`config.mk`:
```
export PLATFORM = sky130hd
export DESIGN_NAME = coin_acceptor
export DESIGN_NICKNAME = d
export VERILOG_FILES = /design/src/rtl/vend_pkg.sv /design/src/rtl/coin_acceptor_sync2.sv /design/src/rtl/coin_acceptor.sv
export SDC_FILE = /design/constraint.sdc
export NUM_CORES = 1
export LEC_CHECK = 0
export ABC_AREA = 1
export BUFFER_PORTS_ARGS = -buffer_cell sky130_fd_sc_hd__buf_2
export CORE_ASPECT_RATIO = 0.9
export CORE_MARGIN = 3
export CORE_UTILIZATION = 62
export CTS_BUF_LIST = sky130_fd_sc_hd__clkbuf_16
export CTS_CLUSTER_SIZE = 16
export DETAILED_ROUTE_END_ITERATION = 8
export PLACE_DENSITY = 0.85
export SLEW_MARGIN = 20
export SYNTH_ARGS = -nofsm -noshare
export SYNTH_HDL_FRONTEND = slang
export SYNTH_HIERARCHICAL = 1
export SYNTH_SLANG_ARGS = --single-unit
```
`constraint.sdc`:
```
create_clock -name clk -period 3.9 [get_ports clk]
set_input_delay 0.195 -clock clk [delete_from_list [all_inputs] [get_ports clk]]
set_output_delay 0.195 -clock clk [all_outputs]
set_load 0.02 [all_outputs]
```
`src/rtl/vend_pkg.sv`:
```
// Shared vending definitions: coin codes consumed by the vending FSM and
// the acceptor state encoding. Used by coin_acceptor (optional feature
// macro: COIN_COUNTER_EN).
package vend_pkg;

  // Coin codes on the acceptor -> vending FSM interface
  localparam logic [1:0] COIN_NONE = 2'b00;
  localparam logic [1:0] COIN_ONE  = 2'b01;
  localparam logic [1:0] COIN_TWO  = 2'b10;

  // Acceptor state encoding
  typedef enum logic [1:0] {
    IDLE         = 2'b00,
    DEBOUNCE     = 2'b01,
    EMIT         = 2'b10,
    WAIT_RELEASE = 2'b11
  } acc_state_t;

  // Monetary value of a coin code in units (0 for anything not a coin)
  function automatic logic [1:0] coin_units(input logic [1:0] code);
    logic [1:0] units;
    units = 2'd0;
    if (code == COIN_ONE) units = 2'd1;
    if (code == COIN_TWO) units = 2'd2;
    return units;
  endfunction

endpackage

```
`src/rtl/coin_acceptor_sync2.sv`:
```
// Two-flop synchroniser for one asynchronous sensor line, async reset to 0.
module sync2 (
  input  logic i_clk,
  input  logic i_rst_n,
  input  logic i_async,
  output logic o_sync
);

  logic r_meta;
  logic r_sync;

  // Shift the raw level through two flops to settle metastability
  always_ff @(posedge i_clk or negedge i_rst_n) begin
    if (!i_rst_n) begin
      r_meta <= 1'b0;
      r_sync <= 1'b0;
    end else begin
      r_meta <= i_async;
      r_sync <= r_meta;
    end
  end

  assign o_sync = r_sync;

endmodule

```
`src/rtl/coin_acceptor.sv`:
```
// Coin acceptor front end: synchronises and debounces the 1-unit and 2-unit
// sensors and emits one clean coin code (or a reject pulse) per insertion.
// Optional running total of accepted units: define COIN_COUNTER_EN.
module coin_acceptor
  import vend_pkg::*;
#(
  parameter int DEBOUNCE_CYCLES = 4,
  parameter int CNT_W           = 8
) (
  input  logic       clk,
  input  logic       rst_n,
  input  logic       coin1_raw,
  input  logic       coin2_raw,
  input  logic       enable,
`ifdef COIN_COUNTER_EN
  input  logic       clr_count,
  output logic [7:0] total_units,
`endif
  output logic [1:0] coin,
  output logic       reject
);

  localparam logic [CNT_W-1:0] CNT_LAST = CNT_W'(DEBOUNCE_CYCLES - 1);

  logic w_s1;
  logic w_s2;

  acc_state_t       r_state;
  acc_state_t       w_state_next;
  logic [CNT_W-1:0] r_cnt;
  logic [CNT_W-1:0] w_cnt_next;
  logic [1:0]       r_code;
  logic [1:0]       w_code_next;
  logic [1:0]       r_coin;
  logic [1:0]       w_coin_next;
  logic             r_reject;
  logic             w_reject_next;
  logic             w_latched_high;
  logic             w_other_high;

  sync2 u_sync_coin1 (
    .i_clk   (clk),
    .i_rst_n (rst_n),
    .i_async (coin1_raw),
    .o_sync  (w_s1)
  );

  sync2 u_sync_coin2 (
    .i_clk   (clk),
    .i_rst_n (rst_n),
    .i_async (coin2_raw),
    .o_sync  (w_s2)
  );

  // Which synced sensor belongs to the coin currently being debounced
  assign w_latched_high = (r_code == COIN_ONE) ? w_s1 : w_s2;
  assign w_other_high   = (r_code == COIN_ONE) ? w_s2 : w_s1;

  // State, counter, latched code and registered output pulses
  always_ff @(posedge clk or negedge rst_n) begin
    if (!rst_n) begin
      r_state  <= IDLE;
      r_cnt    <= '0;
      r_code   <= COIN_NONE;
      r_coin   <= COIN_NONE;
      r_reject <= 1'b0;
    end else begin
      r_state  <= w_state_next;
      r_cnt    <= w_cnt_next;
      r_code   <= w_code_next;
      r_coin   <= w_coin_next;
      r_reject <= w_reject_next;
    end
  end

  // Next-state and debounce counter logic
  always_comb begin
    w_state_next = r_state;
    w_cnt_next   = r_cnt;
    w_code_next  = r_code;
    case (r_state)
      IDLE: begin
        w_cnt_next = '0;
        if (w_s1 && w_s2) begin
          w_state_next = WAIT_RELEASE;
        end else if (w_s1 || w_s2) begin
          w_code_next  = w_s1 ? COIN_ONE : COIN_TWO;
          w_state_next = DEBOUNCE;
        end
      end
      DEBOUNCE: begin
        if (!w_latched_high) begin
          w_state_next = IDLE;
        end else if (w_other_high) begin
          w_cnt_next   = '0;
          w_state_next = WAIT_RELEASE;
        end else if (r_cnt == CNT_LAST) begin
          w_state_next = EMIT;
        end else begin
          w_cnt_next = r_cnt + 1'b1;
        end
      end
      EMIT: begin
        w_cnt_next   = '0;
        w_state_next = WAIT_RELEASE;
      end
      WAIT_RELEASE: begin
        if (w_s1 || w_s2) begin
          w_cnt_next = '0;
        end else if (r_cnt == CNT_LAST) begin
          w_cnt_next   = '0;
          w_state_next = IDLE;
        end else begin
          w_cnt_next = r_cnt + 1'b1;
        end
      end
      default: w_state_next = IDLE;
    endcase
  end

  // Output decode: pulses are computed on the transition so that the
  // registered outputs line up with the EMIT cycle (enable is sampled on
  // the edge that enters EMIT) and with the first WAIT_RELEASE cycle.
  always_comb begin
    w_coin_next   = COIN_NONE;
    w_reject_next = 1'b0;
    case (r_state)
      IDLE: begin
        if (w_s1 && w_s2) w_reject_next = 1'b1;
      end
      DEBOUNCE: begin
        if (w_latched_high && w_other_high) begin
          w_reject_next = 1'b1;
        end else if (w_latched_high && (r_cnt == CNT_LAST)) begin
          if (enable) w_coin_next = r_code;
          else        w_reject_next = 1'b1;
        end
      end
      default: ;
    endcase
  end

  assign coin   = r_coin;
  assign reject = r_reject;

`ifdef COIN_COUNTER_EN
  logic [7:0] r_total;
  logic [8:0] w_sum;

  assign w_sum = {1'b0, r_total} + {7'd0, coin_units(r_coin)};

  // Running total of accepted units, saturating, clear wins over add
  always_ff @(posedge clk or negedge rst_n) begin
    if (!rst_n) begin
      r_total <= 8'd0;
    end else if (clr_count) begin
      r_total <= 8'd0;
    end else if (r_coin != COIN_NONE) begin
      r_total <= w_sum[8] ? 8'hFF : w_sum[7:0];
    end
  end

  assign total_units = r_total;
`endif

endmodule

```
==> flow_metrics.tcl <==
set metrics [dict create \
    outcome "completed" \
    clock_sinks 19 \
    ioPinCount 8 \
    die_h_um 47.10 \
    dp.final_hpwl_um 1812 \
    clk_pin_slew_ns 0.06 \
    cp.required_ns 4.03 \
    setup_violations 0 \
    drive_above_1_share_pct 14.46 \
    yosysWarnings 6 \
    synth-edff-count 0 \
    tightest_slew_ns 0.4334 \
    fmax_mhz 683.0 \
    nets 173 \
    start_util_pct 67.78 \
    cts_buffers 3 \
    grt_use_met3_pct 6.984 \
    fin_ws_ns 2.436 \
    skew_ns 0.001550 \
    syn_area_per_cell_um2 7.412 \
    synth_seq_area_share_pct 40.86 \
    rsz0062_at_grt "false" \
    hold_ws_ns 0.04508 \
    vdd.ir_drop.worst_mv 0.4805 \
    grt_pass1_vias 1007 \
    grt_max_degree 20 \
    cap_viol_max_count 0 \
    grt_use_met1_pct 30.80 \
    antenna_cells 0 \
    die_w_um 51.67 \
    slew_headroom_pct 71.11 \
    area_delta_synth_final_pct 12.04 \
    cts.repair.resized 0 \
    num_vias 1074 \
    period_needed_ns 1.464 \
    detail_route.iter0.violations 41 \
    clock_latency_ns 0.25 \
    slew_violations 0 \
    routedWlPerCell_um 13.41 \
    core_um2 1717 \
    rows 14 \
    h-tree-depth 1 \
    finalCritPeriodShare_pct 37.54 \
    nFillCells 137 \
    grt_util_all_layers_pct 24.93 \
    antenna_found_initial 0 \
    drc 0 \
    dp_cells 185 \
    stdcell_count 190 \
    synthArstFlopShare_pct 100.0 \
    drtPass1Iterations 4 \
    holdCritPathClass "primary input to flop" \
    grt_remaining_overflow 0 \
    p_per_area_nw_per_um2 541.4 \
    final_antenna_net_count 0 \
    ys.flop_type "dfrtp_1" \
    cts_tree "yes" \
    worstSetupEndpointType "flop" \
    pre_cts_ws_ns 2.476 \
    io_buffers 7 \
    multiInputGateArea_um2 603.1 \
    path_class "flop to flop" \
    grtUsageMet2_pct 42.64 \
    viasPerCell 5.653 \
    grt_pass1_wl_um 4374 \
    final_util_pct 75.95 \
    hold_viol_final 0 \
    routed_wl_um 2548 \
    gp_congestion 1.007 \
    grt.busiest_layer "met2" \
    finalSetupTns_ns 0 \
    die_area_um2 2433 \
    syn_inst 157 \
    synth.net_count 163 \
    clockRootBuffer "clkbuf_16" \
    synth_area_um2 1164 \
    regArea_um2 475.5 \
    p_leak_uw 0.0006598 \
    critPathLaunchType "flop" \
    worstPathArrival_ns 1.59 \
    synth_cell_types 29 \
    cp_max_fo 10 \
    ys_ff_latch 19 \
    cts_max_path_buffers 2 \
]
-- final timing paths --
check                                          from             endpoint  slack, ns  depth (start not counted)
worst max-delay path                       r_cnt[0]             r_cnt[4]       2.44                          6
worst min-delay path                      coin2_raw  u_sync_coin2/r_meta       0.05                          1
worst max register to register             r_cnt[0]             r_cnt[4]       2.44                          6
worst min register to register  u_sync_coin2/r_meta  u_sync_coin2/o_sync       0.35                          0
max in group asynchronous                     rst_n  u_sync_coin1/r_meta       3.15                          2
min in group asynchronous                     rst_n               reject       0.44                          2
-- logic make-up after synthesis --
kind of cell | synth area share (%)
flip-flops | 40.86
AND/OR/NAND/NOR | 43.44
buffers and inverters | 7.312
AO/OA/AOI/OAI | 6.560
XOR/XNOR | 0.7528
adder cells (fa/ha/maj) | 1.075
-- worst max-delay path: stages (launching register included) --
cell and delay [ns]:
dfrtp_1 0.40, ha_1 0.34, nand4_4 0.20, nand2_4 0.14, nand2_4 0.09, nand2_1 0.09
o21ai_1 0.08
-- where the power goes --
group / internal, µW / switching, µW / total [µW] / leakage (µW)
logic: 69.4 / 159 / 228 / 0.000378
clock network: 139 / 76.4 / 215 / 0.0000371
registers: 228 / 34.1 / 263 / 0.000245
-- per-stage QoR --
stage	total power [µW]	cell area, µm²
finish	705.9	1304
global route	752.8	1304
CTS	707.5	1304
detailed placement	488.3	1211
global placement	481.3	1211
floorplan	442.5	1164
-- area by class of cell --
| type | count | area share (%) |
|---|---|---|
| multi-input cells | 117 | 46.26 |
| flip-flops and latches | 19 | 36.47 |
| clock buffers | 3 | 5.758 |
| inverters | 18 | 5.182 |
| repair buffers | 8 | 3.455 |
| well taps | 24 | 2.303 |
| clock inverters | 1 | 0.5758 |
-- per-layer routing --
metal  vias up  wire length [µm]
met1       492              1075
met4         0                38
met3         6               215
met5         -                 0
met2        53              1218
li1        523                 -
-- registers in the layout (all words and copies together) (netlist names) --
| name | cells |
|---|---|
| r_cnt | 8 |
| coin | 2 |
| r_code | 2 |
| r_state | 2 |
| reject | 1 |
| u_sync_coin1/o_sync | 1 |
| u_sync_coin1/r_meta | 1 |
| u_sync_coin2/o_sync | 1 |
| u_sync_coin2/r_meta | 1 |
-- cells in the final DEF, fill, tap and decap left out --
master	count
nand2_1	51
dfrtp_1	19
nand3_1	17
inv_1	16
nor2_1	16
nand4_1	8
buf_2	7
o21ai_1	4
clkbuf_16	3
nand2_2	2
inv_2	2
nor2_2	2
nand2_4	2
nor3_4	1
nand4_4	1
o21ai_4	1
nand3b_1	1
o31ai_1	1
nor2_4	1
nor3_1	1
o21a_1	1
o21bai_1	1
o21ai_0	1
xor2_1	1
nand3_2	1
a21oi_1	1
o211ai_1	1
ha_1	1
clkinvlp_4	1
dlygate4sd3_1	1
-- cell usage after synthesis (all sizes together) (2+ instances only) --
| cell | instances | area share (%) |
|---|---|---|
| nor2 | 19 | 7.2 |
| dfrtp | 19 | 41 |
| nand2 | 55 | 19 |
| nor3 | 2 | 1.8 |
| buf | 2 | 1.1 |
| nand3 | 18 | 8.2 |
| nand4 | 9 | 6.1 |
| inv | 18 | 5.8 |
| o21ai | 6 | 3.5 |
-- timing repair --
item | in CTS | in global routing
setup buffers | 0 | 0
hold buffers | 1 | 0
endpoints found under the hold margin | 19 | 0
Note: power is estimated with default switching activity, not from simulation.
